**src/rtl/uart_tx_engine.sv**
```systemverilog
// UART transmit engine: TX FIFO, per-bit baud down-counter and frame FSM.
// Parity generation and the PARITY state exist only when UART_TX_PARITY_EN is defined.
module uart_tx_engine #(
   parameter int DATA_W     = 8,
   parameter int FIFO_DEPTH = 16,
   parameter int DIV_W      = 16
) (
   input  logic                        clk,
   input  logic                        rst,
   input  logic                        tx_en,
   input  logic                        wr_en,
   input  logic [DATA_W-1:0]           wr_data,
   input  logic [7:0]                  lcr,
   input  logic [DIV_W-1:0]            div,
   output logic                        tx,
   output logic                        busy,
   output logic                        full,
   output logic                        empty,
   output logic [$clog2(FIFO_DEPTH):0] level,
   output logic                        ovf,
   output logic                        tx_done
);
   localparam int AW = $clog2(FIFO_DEPTH);
   localparam int LW = AW + 1;
   localparam int BW = (DATA_W > 1) ? $clog2(DATA_W) : 1;

   typedef enum logic [2:0] {
      IDLE   = 3'd0,
      START  = 3'd1,
      DATA   = 3'd2,
`ifdef UART_TX_PARITY_EN
      PARITY = 3'd3,
`endif
      STOP   = 3'd4
   } state_t;

   state_t            state, state_d;
   logic [DATA_W-1:0] mem [FIFO_DEPTH];
   logic [AW-1:0]     wr_ptr, rd_ptr;
   logic [DATA_W-1:0] fifo_head;
   logic              wr_acc, pop;
   logic [DIV_W-1:0]  div_eff, div_q, cnt;
   logic [BW-1:0]     bit_idx;
   logic              stop_idx, stop2_q;
   logic [DATA_W-1:0] shreg;
   logic              bit_last, data_last, frame_end;
   logic              tx_d;
   logic              unused_lcr;

`ifdef UART_TX_PARITY_EN
   logic par_en_q, par_q, par_bit;
   assign par_bit    = lcr[5] ? ~lcr[4] : (lcr[4] ? ^fifo_head : ~(^fifo_head));
   assign unused_lcr = ^{lcr[7:6], lcr[1:0]};
`else
   assign unused_lcr = ^{lcr[7:3], lcr[1:0]};
`endif

   assign full      = (level == LW'(FIFO_DEPTH));
   assign empty     = (level == '0);
   assign wr_acc    = wr_en && !full;
   assign fifo_head = mem[rd_ptr];
   assign div_eff   = (div == '0) ? DIV_W'(1) : div;
   assign bit_last  = (cnt == '0);
   assign data_last = (bit_idx == BW'(DATA_W - 1));
   assign frame_end = (state == STOP) && bit_last && (stop_idx == stop2_q);
   // A pop both starts a frame from IDLE and chains the next frame off the final stop bit.
   assign pop       = tx_en && !empty && ((state == IDLE) || frame_end);

   always_ff @(posedge clk) begin
      if (rst) begin
         wr_ptr <= '0;
         rd_ptr <= '0;
         level  <= '0;
         ovf    <= 1'b0;
      end else begin
         if (wr_acc) wr_ptr <= wr_ptr + AW'(1);
         if (pop)    rd_ptr <= rd_ptr + AW'(1);
         level <= level + LW'(wr_acc) - LW'(pop);
         if (wr_en && full) ovf <= 1'b1;
      end
   end

   always_ff @(posedge clk) begin
      if (wr_acc) mem[wr_ptr] <= wr_data;
   end

   always_ff @(posedge clk) begin
      if (pop) begin
         shreg <= fifo_head;
         div_q <= div_eff;
`ifdef UART_TX_PARITY_EN
         par_q <= par_bit;
`endif
      end else if ((state == DATA) && bit_last) begin
         shreg <= shreg >> 1;
      end
   end

   // Bit timing and frame configuration are frozen at the pop so mid-frame lcr/div edits are ignored.
   always_ff @(posedge clk) begin
      if (rst) begin
         cnt      <= '0;
         bit_idx  <= '0;
         stop_idx <= 1'b0;
         stop2_q  <= 1'b0;
`ifdef UART_TX_PARITY_EN
         par_en_q <= 1'b0;
`endif
      end else if (pop) begin
         cnt      <= div_eff - DIV_W'(1);
         bit_idx  <= '0;
         stop_idx <= 1'b0;
         stop2_q  <= lcr[2];
`ifdef UART_TX_PARITY_EN
         par_en_q <= lcr[3];
`endif
      end else if (state != IDLE) begin
         if (bit_last) begin
            cnt <= div_q - DIV_W'(1);
            if (state == DATA) bit_idx  <= bit_idx + BW'(1);
            if (state == STOP) stop_idx <= 1'b1;
         end else begin
            cnt <= cnt - DIV_W'(1);
         end
      end
   end

   always_ff @(posedge clk) begin
      if (rst) state <= IDLE;
      else     state <= state_d;
   end

   always_comb begin
      state_d = state;
      case (state)
         IDLE:  if (pop) state_d = START;
         START: if (bit_last) state_d = DATA;
         DATA: begin
            if (bit_last && data_last) begin
`ifdef UART_TX_PARITY_EN
               state_d = par_en_q ? PARITY : STOP;
`else
               state_d = STOP;
`endif
            end
         end
`ifdef UART_TX_PARITY_EN
         PARITY: if (bit_last) state_d = STOP;
`endif
         STOP:  if (frame_end) state_d = pop ? START : IDLE;
         default: state_d = IDLE;
      endcase
   end

   always_comb begin
      tx_d = 1'b1;
      case (state)
         START:  tx_d = 1'b0;
         DATA:   tx_d = shreg[0];
`ifdef UART_TX_PARITY_EN
         PARITY: tx_d = par_q;
`endif
         default: tx_d = 1'b1;
      endcase
   end

   // Line, busy and done are registered together so all three describe the same bit on the wire.
   always_ff @(posedge clk) begin
      if (rst) begin
         tx      <= 1'b1;
         busy    <= 1'b0;
         tx_done <= 1'b0;
      end else begin
         tx      <= tx_d;
         busy    <= (state != IDLE);
         tx_done <= frame_end;
      end
   end
endmodule

```
**config.mk**
```make
export PLATFORM = sky130hd
export DESIGN_NAME = uart_tx_engine
export DESIGN_NICKNAME = d
export VERILOG_FILES = /design/src/rtl/uart_tx_engine.sv
export SDC_FILE = /design/constraint.sdc
export NUM_CORES = 1
export LEC_CHECK = 0
export BUFFER_PORTS_ARGS = -buffer_cell sky130_fd_sc_hd__buf_2
export CORE_ASPECT_RATIO = 1.1
export CORE_MARGIN = 4
export CORE_UTILIZATION = 55
export DETAILED_ROUTE_END_ITERATION = 8
export PLACE_DENSITY = 0.74
export SLEW_MARGIN = 20
export SYNTH_ARGS = -nofsm -noshare
export SYNTH_HDL_FRONTEND = slang
export SYNTH_SLANG_ARGS = --single-unit
```
**constraint.sdc**
```tcl
create_clock -name clk -period 4.8 [get_ports clk]
set_clock_uncertainty 0.05 [all_clocks]
set_input_delay 0.48 -clock clk [delete_from_list [all_inputs] [get_ports clk]]
set_output_delay 0.48 -clock clk [all_outputs]
set_load 0.05 [all_outputs]
```
# Word level (Yosys, flattened, before mapping)
# Memories as Yosys holds them, arrays and structs flattened. A register that Yosys moved wholly into a read port is not among the register bits.
# Cells that the tools add are included.
totals:
  register_bits: 65
  latchBits: 0
  ram_bits: 128
  rom_bits: 0
  inputBits: 36
  output_inout_bits: 11
  wordCells: 72
  memories: 1
mem_list:
  columns: ["name", "depth", "width", "rd", "rd_ports_with_merged_regs", "wr", "line_no", "rtl"]
  rows:
  - ["mem", 16, 8, 1, 1, 1, "38", "logic [DATA_W-1:0] mem [FIFO_DEPTH];"]
op_classes:
  n_addsub: 8
  n_mul: 0
  div: 0
  order_cmp: 0
  n_eq_ne: 10
  shifts: 0
  n_mux: 17
  bitwise: 0
  reduce_logical: 22
ops:
  columns: ["cell", "n"]
  rows:
  - ["16-bit 2-to-1 mux", 4]
  - ["16-bit by 1-bit subtractor with 16-bit output, second input constant", 3]
  - ["16-bit logical NOT", 2]
  - ["8-bit 2-to-1 mux", 2]
  - ["3-bit 2-to-1 mux", 4]
  - ["3-bit one-hot mux with 4 select lines", 1]
  - ["4-bit by 1-bit adder with 4-bit output, second input constant", 2]
  - ["1-bit logical AND", 8]
  - ["4-bit 2-to-1 mux", 2]
  - ["3-bit == test, second input constant", 2]
  - ["2-bit inequality test, second input constant", 3]
  - ["3-bit AND reduction", 2]
  - ["5-bit by 1-bit adder with 5-bit output", 1]
  - ["5-bit == test, second input constant", 1]
  - ["5-bit logical NOT", 1]
  - ["5-bit by 1-bit subtractor with 5-bit output", 1]
  - ["4-bit AND reduction", 1]
  - ["2-bit nonzero test", 2]
  - ["3-bit by 1-bit adder with 3-bit output, second input constant", 1]
  - ["3-bit by 1-bit == test with 1-bit output, second input constant", 1]
  - ["3-bit by 2-bit == test with 1-bit output, second input constant", 1]
  - ["3-bit logical NOT", 1]
  - ["1-bit 2-to-1 mux", 3]
  - ["3-bit nonzero test", 1]
  - ["6 further kinds", 7]

# Longest topological paths before layout
logic_depth:
  word_depth: 8
  mapped_depth: 18
  mapped_depth_nobuf: 16

# Worst setup path before layout
# No wires, ideal clock.
synth_timing:
  kind: "reg2reg"
  startpoint: "register level[2]"
  endpoint: "register level[4]"
  setup_time_ns: 0.071
  arrival_ns: 4.589
  required_ns: 4.679
  path_slack_ns: 0.091
  path_stages_with_launch: 19
  path_buffers: 3
  synth_period_minus_slack_ns: 4.709
  path_cell_list: "dfxtp_1 inv_1 ha_1 or4b_4 clkinv_1 nor4b_2 a21oi_4 inv_4 clkbuf_1 buf_2 buf_2 ha_1 inv_1 ha_1 fa_1 a21oi_1 nor2_1 or3_1 a21oi_1"
synth_between:
  elab_chain_len: 5
  elab_cells_between_ends: 9
  cone_classes: "add/sub: 2; eq/ne: 1; reduce/logical: 6"
synth_lines:
  columns: ["element", "line_no", "rtl"]
  rows:
  - ["start: declaration", "19", "output logic [$clog2(FIFO_DEPTH):0] level,"]
  - ["start signal: assignment", "78", "level <= level + LW'(wr_acc) - LW'(pop);"]
  - ["5-bit logical NOT", "59", "assign empty = (level == '0);"]
  - ["named net empty", "18", "output logic empty,"]
  - ["1-bit logical NOT", "67", "assign pop = tx_en && !empty && ((state == IDLE) || frame_end);"]
  - ["1-bit logical AND (2 in a row)", "67", null]
  - ["5-bit by 1-bit subtractor with 5-bit output", "78", null]
# The timed path passes the listed nets, and every way through them passes these cells.
# A chain may end at the register's enable or synchronous reset.

# Final worst setup path
layout_timing:
  startpoint: "register level[2]"
  endpoint: "register cnt[14]"
layout_between:
  elab_chain_len: 5
  elab_cells_between_ends: 6
  cone_classes: "mux: 1; reduce/logical: 5"
layout_lines:
  columns: ["element", "line_no", "rtl"]
  rows:
  - ["5-bit logical NOT *", "59", null]
  - ["1-bit logical NOT *", "67", null]
  - ["1-bit logical AND * (2 in a row)", "67", null]
  - ["16-bit 2-to-1 mux or 2-bit nonzero test (tied branches)", null, null]
  - ["end signal: assignment", "110", "cnt <= div_eff - DIV_W'(1);"]
  - ["end signal: assignment", "119", "cnt <= div_q - DIV_W'(1);"]
  - ["end signal: assignment", "123", "cnt <= cnt - DIV_W'(1);"]
  - ["end: declaration", "42", "logic [DIV_W-1:0] div_eff, div_q, cnt;"]
# Mark *: on every way between the ends. The rest lies on a longest branch, timed or not.

==> impl_metrics.yaml <==
detailed_routing:
  routed_wl_um: 16700
  viasPerCell: 6.02
  wl_met2_um: 8800
  avgRoutedWirePerCell_um: 20.0
  maxUsedRoutingLayer: "met4"
  postRouteAntennaNets: 0
  dr.pass1.iters: 5
  drtIter0Drc: 421
  wl_met3_um: 694
  drc: 0
  vias: 5017
  wl_met1_um: 6890
cells_and_area:
  layout_common_cells: "edfxtp_1, nor2_1, dfxtp_1, nand2_1, mux4_2"
  area_growth_pct: 10.4
  finalNonFillerCells: 833
  fin_nets: 675
  fin_util_pct: 62.5
  final_common_cell: "edfxtp_1"
  num_antenna_cells: 0
  drive_gt1_share_pct: 21.8
cts:
  cts_setup_buffers: 0
  cts_sinks: 197
  path_clk_slew_ns: 0.08
  cts_tree: "done"
  cts.path.max_buffers: 2
  cts.repair.resized: 0
  clockRootBuffer: "clkbuf_16"
  numCtsBuffers: 17
  htree_levels: 4
  insertion_delay_ns: 0.43
  hold_buffers: 0
logic_synthesis:
  synth_nets: 655
  synth.avg_cell_area_um2: 14.3
  synthArstFlopShare_pct: 0
  yosysUniqueCellTypes: 62
  synthCells: 604
  synth_top_family_by_area: "multiplexers"
  synth-xor-area-share_pct: 1.83
  ys_ff_latch: 197
  ys_warn_count: 0
  muxShareOfSynthArea_pct: 11.7
  synth-compound-area-share_pct: 7.12
  synth_top_flop_cell: "edfxtp_1"
  synth_fa_ha_area_share_pct: 2.26
  ys_seq_area_share_pct: 63.3
  synth_edf_count: 152
  yosys.area_share.simple_pct: 10.7
  syn_area_um2: 8630
setup_path:
  crit_fanout: 27
  cp.arrival_ns: 4.26
  critPathLaunch: "level[2]$_SDFF_PP0_"
  reg2reg_depth: 16
  worstSetupStartpointType: "flip-flop"
  criticalPathCategory: "reg2reg"
  r2r-start: "level[2]$_SDFF_PP0_"
  required_ns: 5.12
  crit_path_end_kind: "flip-flop"
global_routing:
  grt_pass1_wl_um: 27500
  grt_usage_pct: 19.9
  grt_max_degree: 44
  first_global_vias: 5107
  grt_antenna_before_repair: 0
  grt_overflow_total: 0
floorplanning:
  initial_core_util_pct: 56.6
  die_w_um: 127
  die_y_um: 139
  dieArea_um2: 17800
  boundaryPins: 47
  core_area_um2: 15200
  fp-row-count: 47
outcome:
  status: "completed"
placed_design:
  post-place-ws_ns: 0.875
  io_buffers: 39
  gp_congestion: 0.886
  hpwlAfterDp_um: 11200
  place_inst: 801
sta:
  hold_viol: 0
  fin_crit_ns: 3.94
  worst_slack_ns: 0.859
  max_freq_mhz: 254
  slew_violations: 0
  grt_setup_unrepaired: "false"
  tns_ns: 0
  maxSlewHeadroom_pct: 38.4
  final-setup-viol-count: 0
  worst_pin_slew_ns: 0.922
  fin_crit_sh_pct: 82.1
hold_path:
  min-delay-start: "div[6]"
  hp-class: "in2reg"
  whs_path_depth: 1
power:
  power_frac_seq_pct: 42.2
  switching_power_mw: 1.91
  sw_frac_of_total_pct: 35.4
  power_mw: 5.40
  p_clk_share_pct: 25.7
  p_leak_nw: 3.27
  power_density_nw_per_um2: 567
  ir_worst_vdd_mv: 0.363
  p_int_mw: 3.49
  combPwrFrac_pct: 32.0
run:
  cap_viol_max_count: 0
## layer usage
metal / vias to the layer above / track usage (%)
met5: - / 0
met4: 0 / 5.42
met1: 2522 / 25.2
met3: 18 / 5.06
met2: 136 / 34.2
li1: 2341 / -
## stage by stage
| step | instance area [um2] | hold WS, ns |
|---|---|---|
| final | 9520 | 0.202 |
| after global routing | 9520 | 0.168 |
| after CTS | 9520 | 0.178 |
| after detailed placement | 8920 | 0.415 |
| after global placement | 8920 | 0.393 |
| after floorplan | 8630 | 0.394 |
## worst paths after layout
check | slack (ns) | to
max reg2reg | 0.86 | cnt[14]$_SDFFE_PP0N_
min reg2reg | 0.43 | stop2_q$_SDFFE_PP0N_
min | 0.20 | div_q[6]$_DFFE_PN_
max | 0.86 | cnt[14]$_SDFFE_PP0N_
## logic make-up after synthesis
kind of cell    after synthesis
mux                          50
flops                       197
fa+ha+maj                    15
xor+xnor                     18
compound gates               89
buf+inv                      59
simple gates                176
## synthesized netlist by cell type (6+ instances only)
master | count | area [um2]
ha_1 | 14 | 175
mux2i_1 | 9 | 90.1
a21oi_1 | 26 | 130
o21ai_0 | 8 | 40.0
inv_1 | 11 | 41.3
edfxtp_1 | 152 | 4560
o21ai_1 | 8 | 40.0
nand2_1 | 42 | 158
dfxtp_1 | 45 | 901
nand2b_1 | 8 | 50.1
xor2_1 | 7 | 61.3
nor3_1 | 22 | 110
a21o_1 | 6 | 45.0
nor2_1 | 58 | 218
mux4_2 | 40 | 901
buf_2 | 7 | 35.0
xnor2_1 | 11 | 96.3
a211oi_1 | 8 | 60.1
clkbuf_1 | 30 | 113
## sequential cells by signal, summed over array words and instances, names as in the netlist, named ones only
name and cells:
state 3, div_q 16, bit_idx 3, rd_ptr 4, tx 1, cnt 16
shreg 8, mem 128, ovf 1, stop2_q 1, busy 1, wr_ptr 4
tx_done 1, level 5, stop_idx 1
## critical path, stage by stage, from the launching register on
cell	delay (ns)
dfxtp_1	0.35
inv_1	0.08
ha_1	0.21
or4b_4	0.23
clkinv_1	0.08
nor4b_2	0.60
a21oi_4	0.19
inv_4	0.31
nor2_1	0.09
a21oi_1	0.15
ha_1	0.22
inv_1	0.06
a211o_1	0.30
mux2i_4	0.33
nand2_1	0.17
or3_1	0.39
nand3_1	0.09
## cell type report
| cell class | count | area [um2] |
|---|---|---|
| fill | 1100 | 5710 |
| timing repair buffer | 47 | 255 |
| tap | 196 | 245 |
| clock buffer | 17 | 425 |
| clock inverter | 15 | 176 |
| multi-input combinational | 348 | 2900 |
| sequential | 197 | 5470 |
| inverter | 13 | 51.3 |
## power by group through the flow
stage | Clock [mW] | Sequential, mW | Combinational, mW
floorplan | 0 | 2.29 | 1.37
global placement | 0 | 2.31 | 1.68
detailed placement | 0 | 2.32 | 1.73
CTS | 1.42 | 2.28 | 1.74
global route | 1.50 | 2.31 | 1.90
finish | 1.39 | 2.28 | 1.73
(Power assumes the default switching activity.)
